[src/rtl/led_blink_if.sv]
// led_blink_if: request strobe/count in, busy/done/LED status out.
// master drives trig_i/num_i; slave (led_blink) drives busy_o/done_o/led_o.
interface led_blink_if #(
  parameter int CNT_W = 4
);
  logic             trig_i;
  logic [CNT_W-1:0] num_i;
  logic             busy_o;
  logic             done_o;
  logic             led_o;

  modport master (
    output trig_i,
    output num_i,
    input  busy_o,
    input  done_o,
    input  led_o
  );

  modport slave (
    input  trig_i,
    input  num_i,
    output busy_o,
    output done_o,
    output led_o
  );
endinterface

[src/rtl/led_blink.sv]
// led_blink: turns request strobes into N timed LED blinks, 1-deep pending buffer.
// Ports: clk_i, rstn_i (async low), bus (trig_i/num_i in; busy_o/done_o/led_o out).
module led_blink #(
  parameter int CLK_FREQ       = 100000000,
  parameter int ON_MS          = 100,
  parameter int OFF_MS         = 100,
  parameter int CNT_W          = 4,
  parameter bit LED_ACTIVE_LOW = 1'b1
) (
  input  logic       clk_i,
  input  logic       rstn_i,
  led_blink_if.slave bus
);

  localparam int MS_CYC = CLK_FREQ / 1000;
  localparam int PRE_W  = (MS_CYC > 1) ? $clog2(MS_CYC) : 1;
  localparam int MS_W   = 10;

  localparam logic [PRE_W-1:0] PRE_LAST = PRE_W'(MS_CYC - 1);
  localparam logic [MS_W-1:0]  ON_LAST  = MS_W'(ON_MS - 1);
  localparam logic [MS_W-1:0]  OFF_LAST = MS_W'(OFF_MS - 1);

  localparam logic [1:0] S_IDLE = 2'd0;
  localparam logic [1:0] S_ON   = 2'd1;
  localparam logic [1:0] S_OFF  = 2'd2;

  localparam logic LED_UNLIT = LED_ACTIVE_LOW;
  localparam logic LED_LIT   = !LED_ACTIVE_LOW;

  logic [1:0]       state_q, state_d;
  logic [CNT_W-1:0] rem_q, rem_d;
  logic             pend_v_q, pend_v_d;
  logic [CNT_W-1:0] pend_n_q, pend_n_d;
  logic [PRE_W-1:0] pre_q, pre_d;
  logic [MS_W-1:0]  ms_q, ms_d;
  logic             busy_q, busy_d;
  logic             done_q, done_d;
  logic             led_q, led_d;

  logic             req;
  logic             ms_end;
  logic             ph_end;

  assign req    = bus.trig_i && (bus.num_i != '0);
  assign ms_end = (pre_q == PRE_LAST);
  assign ph_end = ms_end &&
                  (ms_q == ((state_q == S_ON) ? ON_LAST : OFF_LAST));

  always_comb begin
    state_d  = state_q;
    rem_d    = rem_q;
    pend_v_d = pend_v_q;
    pend_n_d = pend_n_q;
    pre_d    = pre_q;
    ms_d     = ms_q;
    busy_d   = busy_q;
    done_d   = 1'b0;
    led_d    = led_q;

    unique case (1'b1)
      (state_q == S_IDLE): begin
        if (req) begin
          state_d = S_ON;
          rem_d   = bus.num_i;
          busy_d  = 1'b1;
          led_d   = LED_LIT;
          pre_d   = '0;
          ms_d    = '0;
        end
      end

      (state_q == S_ON): begin
        if (ph_end) begin
          state_d = S_OFF;
          led_d   = LED_UNLIT;
          pre_d   = '0;
          ms_d    = '0;
        end else if (ms_end) begin
          pre_d = '0;
          ms_d  = ms_q + MS_W'(1);
        end else begin
          pre_d = pre_q + PRE_W'(1);
        end
        if (req) begin
          pend_v_d = 1'b1;
          pend_n_d = bus.num_i;
        end
      end

      (state_q == S_OFF): begin
        if (ph_end) begin
          pre_d = '0;
          ms_d  = '0;
          rem_d = rem_q - CNT_W'(1);
          if (rem_q != CNT_W'(1)) begin
            state_d = S_ON;
            led_d   = LED_LIT;
            if (req) begin
              pend_v_d = 1'b1;
              pend_n_d = bus.num_i;
            end
          end else begin
            // Completion edge: a same-edge request beats the buffered one.
            done_d = 1'b1;
            if (req) begin
              state_d  = S_ON;
              rem_d    = bus.num_i;
              led_d    = LED_LIT;
              pend_v_d = 1'b0;
            end else if (pend_v_q) begin
              state_d  = S_ON;
              rem_d    = pend_n_q;
              led_d    = LED_LIT;
              pend_v_d = 1'b0;
            end else begin
              state_d = S_IDLE;
              busy_d  = 1'b0;
            end
          end
        end else begin
          if (ms_end) begin
            pre_d = '0;
            ms_d  = ms_q + MS_W'(1);
          end else begin
            pre_d = pre_q + PRE_W'(1);
          end
          if (req) begin
            pend_v_d = 1'b1;
            pend_n_d = bus.num_i;
          end
        end
      end

      default: begin
        state_d = S_IDLE;
        busy_d  = 1'b0;
        led_d   = LED_UNLIT;
      end
    endcase
  end

  always_ff @(posedge clk_i or negedge rstn_i) begin
    if (!rstn_i) begin
      state_q  <= S_IDLE;
      rem_q    <= '0;
      pend_v_q <= 1'b0;
      pend_n_q <= '0;
      pre_q    <= '0;
      ms_q     <= '0;
      busy_q   <= 1'b0;
      done_q   <= 1'b0;
      led_q    <= LED_UNLIT;
    end else begin
      state_q  <= state_d;
      rem_q    <= rem_d;
      pend_v_q <= pend_v_d;
      pend_n_q <= pend_n_d;
      pre_q    <= pre_d;
      ms_q     <= ms_d;
      busy_q   <= busy_d;
      done_q   <= done_d;
      led_q    <= led_d;
    end
  end

  assign bus.busy_o = busy_q;
  assign bus.done_o = done_q;
  assign bus.led_o  = led_q;

endmodule

[src/flat_wrapper.sv]
// flat-port wrapper written by rule: the top's interface ports become plain ports
module led_blink_flat 
#(
  parameter int CLK_FREQ       = 100000000,
  parameter int ON_MS          = 100,
  parameter int OFF_MS         = 100,
  parameter int CNT_W          = 4,
  parameter bit LED_ACTIVE_LOW = 1'b1
)
  (clk_i, rstn_i, bus_trig_i, bus_num_i, bus_busy_o, bus_done_o, bus_led_o);
  led_blink_if #(.CNT_W(CNT_W)) bus_i ();
  input  logic clk_i;
  input  logic rstn_i;
  input wire logic [$bits(bus_i.trig_i)-1:0] bus_trig_i;
  input wire logic [$bits(bus_i.num_i)-1:0] bus_num_i;
  output wire logic [$bits(bus_i.busy_o)-1:0] bus_busy_o;
  output wire logic [$bits(bus_i.done_o)-1:0] bus_done_o;
  output wire logic [$bits(bus_i.led_o)-1:0] bus_led_o;
  assign bus_i.trig_i = bus_trig_i;
  assign bus_i.num_i = bus_num_i;
  assign bus_busy_o = bus_i.busy_o;
  assign bus_done_o = bus_i.done_o;
  assign bus_led_o = bus_i.led_o;
  led_blink #(.CLK_FREQ(CLK_FREQ), .ON_MS(ON_MS), .OFF_MS(OFF_MS), .CNT_W(CNT_W), .LED_ACTIVE_LOW(LED_ACTIVE_LOW)) u_core (.clk_i(clk_i), .rstn_i(rstn_i), .bus(bus_i));
endmodule
[config.mk]
export PLATFORM = sky130hd
export DESIGN_NAME = led_blink_flat
export DESIGN_NICKNAME = d
export VERILOG_FILES = /design/src/rtl/led_blink_if.sv /design/src/rtl/led_blink.sv /design/src/flat_wrapper.sv
export SDC_FILE = /design/constraint.sdc
export NUM_CORES = 1
export LEC_CHECK = 0
export BUFFER_PORTS_ARGS = -buffer_cell sky130_fd_sc_hd__buf_2
export CORE_MARGIN = 1.5
export CORE_UTILIZATION = 50
export CTS_CLUSTER_DIAMETER = 30
export DETAILED_ROUTE_END_ITERATION = 10
export PLACE_DENSITY = 0.66
export SYNTH_ARGS = -nofsm -noshare
export SYNTH_HDL_FRONTEND = slang
export SYNTH_SLANG_ARGS = --single-unit
[constraint.sdc]
create_clock -name clk_i -period 2.85 [get_ports clk_i]
set_clock_uncertainty 0.2 [all_clocks]
set_input_delay 0.285 -clock clk_i [delete_from_list [all_inputs] [get_ports clk_i]]
set_output_delay 0.285 -clock clk_i [all_outputs]
set_load 0.05 [all_outputs]
Yosys cells after proc, flatten, opt, wreduce, memory -nomap -nowiden
Index checks and enable logic that the tools add are counted.
{ "totals": {"ff_bits": 41, "inputBits": 7, "output_inout_bits": 3, "elab_cells": 87} }
{ "op_classes": {"add_sub_neg": 3, "n_eq_ne": 14, "mux": 45, "bitwise": 1, "reduce_logical": 15} }
{ "op_table": {"columns": ["op", "n"], "rows": [
  ["$mux 17", 3],
  ["$pmux 17 s2", 1],
  ["$mux 4", 8],
  ["$mux 10", 3],
  ["$pmux 10 s2", 1],
  ["$mux 1", 18],
  ["$add 17x1->17 const B", 1],
  ["$eq 17x17->1 const B", 1],
  ["$pmux 4 s2", 2],
  ["$add 10x1->10 const B", 1],
  ["$eq 10x7->1 const B", 1],
  ["$mux 2", 5],
  ["$reduce_and 3->1", 3],
  ["$ne 2x1->1 const B", 3],
  ["$ne 2x2->1 const B", 3],
  ["$pmux 1 s3", 2],
  ["$pmux 2 s3", 1],
  ["$reduce_and 6->1", 1],
  ["$reduce_bool 2->1", 3],
  ["$ne 4x1->1 const B", 1],
  ["$ne 4x2->1 const B", 1],
  ["$reduce_and 2->1", 2],
  ["$reduce_and 4->1", 1],
  ["$reduce_bool 4->1", 1],
  ["other kinds (10)", 11]
]} }

Depth between registers and ports, before layout
{ "logic_depth": {"depth_word": 6, "ltp_mapped": 9, "ltp_nobuf": 7} }

Worst setup path after synthesis
OpenSTA, ideal clock, no wires.
{ "synth_timing": {"kind": "flip-flop to flip-flop", "startpoint": "reg u_core.pre_q[5]", "endpoint": "reg u_core.ms_q[2]", "setup_ps": 126, "t_arrival_ps": 1958, "required_time_ps": 2524, "path_slack_ps": 566, "stages_incl_launch_ff": 7, "path_buffers": 1, "synth_period_minus_slack_ps": 2284, "path_cell_list": "dfrtp_1 -> or4b_4 -> nor4_4 -> nand2_2 -> a21o_1 -> buf_6 -> a221o_1"} }
{ "synth_between": {"elab_chain_cells": 4, "word_cells_on_any_way": 6, "classes_between": "eq/ne: 2; mux: 2; reduce/logical: 2"} }
{ "synth_lines": {"columns": ["item", "line_no", "rtl"], "rows": [
  ["start, declared", "led_blink.sv:34", "logic [PRE_W-1:0] pre_q, pre_d;"],
  ["start signal, assigned", "led_blink.sv:158", "pre_q <= pre_d;"],
  ["$eq 17x17->1 *", "led_blink.sv:45", "assign ms_end = (pre_q == PRE_LAST);"],
  ["$logic_and 1x1->1", "led_blink.sv:46", "assign ph_end = ms_end &&"],
  ["$ne 3x1->1 (no line) or $mux 10 (tied branches)", null, null],
  ["$reduce_and 3->1 (no line) or $pmux 10 s2 (tied branches)", null, null],
  ["end signal, assigned", "led_blink.sv:159", "ms_q <= ms_d;"],
  ["end, declared", "led_blink.sv:35", "logic [MS_W-1:0] ms_q, ms_d;"]
]} }
Mark *: on every way between the ends. The rest lies on a longest branch, timed or not.
A chain may end at the register's enable or synchronous reset.

Worst setup path after layout
{ "layout_timing": {"startpoint": "reg u_core.pre_q[5]", "endpoint": "reg u_core.rem_q[0]"} }
{ "layout_between": {"elab_chain_cells": 4} }
{ "layout_lines": {"columns": ["item", "line_no", "rtl"], "rows": [
  ["$eq 17x17->1", "led_blink.sv:45", null],
  ["$logic_and 1x1->1", "led_blink.sv:46", null],
  ["$ne 2x1->1 (no line)", null, null],
  ["$reduce_and 3->1 (no line)", null, null],
  ["end signal, assigned", "led_blink.sv:155", "rem_q <= rem_d;"],
  ["end, declared", "led_blink.sv:31", "logic [CNT_W-1:0] rem_q, rem_d;"]
]} }
No other way between the ends.

==> summary.txt <==
Outcome
  – Status: finished, final reports clean

Power and ir drop
  – Leak pwr: 1.18 nW
  – Maximum vdd drop: 0.355 mV
  – Power after layout: 1.80 mW
  – Pwr Density: 696 nW/µm²

Floorplan
  – Die Y: 72.0 µm
  – DIE AREA: 5180 µm²
  – IO Count: 10
  – Die X-Extent: 72.0 µm
  – Cell Rows: 24
  – Placeable Area: 4470 µm²
  – Initial Util: 53.1%

Synthesis
  – Cells after synthesis: 248
  – Avg Synthesized Cell Area: 9.59 µm²
  – Top cells by count, synth: 40 x dfrtp_1, 34 x nor2_1, 19 x nand2_1
  – Yosys reg bits: 41
  – Synth top area share: 42.1%
  – Post-Syn Area: 2380 µm²
  – Post-synth top area cell: dfrtp_1
  – Synth warn: 0
  – EDFF count, synth: 0
  – Most frequent cell after synthesis: dfrtp_1
  – Primary FF master, synth: dfrtp_1
  – Sequential area share after synthesis: 43.2%
  – Dominant cells by area after synthesis: dfrtp_1 42%, nor2_1 5.4%, ha_1 4.2%
  – Ys async rst share: 100%
  – Distinct cells, synth: 51
  – Mapped Nets: 263

Detailed routing
  – Post-Route WL: 4710 µm
  – Avg WL per Cell: 14.8 µm
  – Number of remaining DRC errors: 0
  – 1st-pass router iterations: 4
  – Via Count: 1857
  – Via/cell ratio: 5.86
  – Antenna Nets Post-Route: 0
  – Initial DRC count: 169

CTS
  – Setup bufs post-CTS: 0
  – Cts bufs inserted: 5
  – CTS clk-pin slew, worst paths: 90 ps
  – Gates resized, CTS repair: 0
  – Clk buf depth: 2
  – TritonCTS clock tree: built
  – Worst-skew pair later-pin latency: 290 ps
  – H-tree depth: 2
  – Root buffer cell: clkbuf_8
  – # clock sinks: 41

STA
  – Final setup vio count: 0
  – Tmin final: 2490 ps
  – RSZ-0062 raised after global routing: no
  – Setup TNS: 0 ps
  – Slew Viols, Final: 0
  – Worst-margin pin slew: 891 ps
  – WHS: 102 ps
  – Worst setup margin: 360 ps
  – Tcrit/Tclk final: 87.4%
  – Fin. Hold Viols: 0
  – Slew HR: 40.6%
  – Max Clk Rate: 402 MHz

Worst setup path
  – Worst setup EP type: register
  – R2R Setup Slk: 360 ps
  – Path depth of the worst reg2reg path: 5
  – Startpoint Class: register
  – Crit path launch: u_core.pre_q[5]
  – Crit Path Max Fanout: 6
  – Reg2Reg Capture Point: u_core.rem_q[0]
  – CP Class: register to register
  – Worst EP required: 2840 ps
  – Reg-to-reg startpoint: u_core.pre_q[5]
  – Worst EP arrival: 2480 ps

Global routing
  – Vias in the first global route: 1792
  – Largest net degree at the start of global routing: 42
  – Initial antenna violation count: 0
  – First-pass GRT wire length: 8160 µm
  – GR Overflow Total: 0
  – All-Layer GR Usage: 19.8%

Placed design
  – Post-DP HPWL: 3310 µm
  – Gp weighted congestion: 0.778
  – Setup WS pre-CTS: 387 ps
  – # port buffers: 9

Cells and area
  – Final net count: 279
  – Area growth, synth to finish: 8.68%
  – Layout cells sized above 1: 15.5%
  – N_diodes: 0

Min path
  – Hold path cells: 2
  – HP Class: input pin to register
  – Hold Path End: u_core.pend_n_q[1]
  – Worst Hold Launch: bus_num_i[1]

Flow run
  – Max Cap Violations: 0
area by class of cell:
type	count	area, µm²
Clock inverter	2	10.0
Timing Repair Buffer	15	92.6
Clock buffer	6	72.6
Multi-Input combinational cell	189	1270
Sequential cell	41	1030
Fill cell	405	1890
Inverter	12	45.0
Tap cell	52	65.1
layout by cell type (no fill, tap or decap), types with 5 or more instances in the layout:
cell type   n
nor3_1      6
inv_1      12
dfrtp_1    40
clkbuf_8    5
o21ai_0     7
buf_4       5
xor2_1      5
nor2_1     34
ha_1        8
nand2_1    19
nand4_1     6
a21oi_1    16
a221o_1     8
xnor2_1     8
and3_1      8
buf_2       9
mux2_2      8
nand3_1    10
worst max-delay path, cell delays in order, from the launching register on:
cell and delay [ps]:
dfrtp_1 450, or4b_4 570, nor4_4 290, a21oi_1 240, nor2_1 260, mux2_2 370
state kept, by name, indices dropped and copies added, names as in the netlist:
name               flops
u_core.pend_v_q        1
u_core.rem_q           4
u_core.bus.led_o       1
u_core.ms_q           10
u_core.state_q         2
u_core.pend_n_q        4
u_core.bus.busy_o      1
u_core.pre_q          17
u_core.bus.done_o      1
metrics by stage:
| step | instances | cell area [µm²] | util, % |
|---|---|---|---|
| global placement | 308 | 2490 | 55.7 |
| CTS | 317 | 2580 | 57.7 |
| finish | 317 | 2580 | 57.7 |
| detailed placement | 308 | 2490 | 55.7 |
| global route | 317 | 2580 | 57.7 |
| floorplan | 248 | 2380 | - |
report_power, final:
| group | internal [mW] | switching [mW] | total (mW) |
|---|---|---|---|
| clock network | 0.170 | 0.202 | 0.372 |
| registers | 0.689 | 0.0870 | 0.776 |
| logic | 0.252 | 0.399 | 0.651 |
what timing repair did:
| item | in CTS | in global routing |
|---|---|---|
| hold endpoints to repair | 40 | 0 |
| endpoints found under the setup margin | 0 | 0 |
| hold buffers | 1 | 0 |
cell families after synthesis:
| logic type | count (synthesis) | synth area share, % |
|---|---|---|
| AO/OA/AOI/OAI | 51 | 15.8 |
| buffers and inverters | 18 | 3.32 |
| AND/OR/NAND/NOR | 106 | 23.6 |
| adder cells (fa/ha/maj) | 8 | 4.21 |
| XOR/XNOR | 13 | 4.79 |
| multiplexers | 11 | 5.05 |
| flip-flops | 41 | 43.2 |
layer usage:
| layer | vias up | global-route usage, % | part of all wire (%) |
|---|---|---|---|
| li1 | 935 | - | - |
| met1 | 888 | 27.2 | 48 |
| met2 | 29 | 32.4 | 47 |
| met3 | 5 | 3.89 | 3.4 |
| met4 | 0 | 5.45 | 0.85 |
| met5 | - | 0 | 0 |
worst max path at each step:
stage                            to  slack, ps
finish              u_core.rem_q[0]        360
global route        u_core.rem_q[1]        170
CTS                 u_core.rem_q[0]        370
detailed placement  u_core.rem_q[0]        390
global placement    u_core.rem_q[0]        440
floorplan            u_core.ms_q[2]        570
No activity file was read; power rests on OpenSTA's default activity.
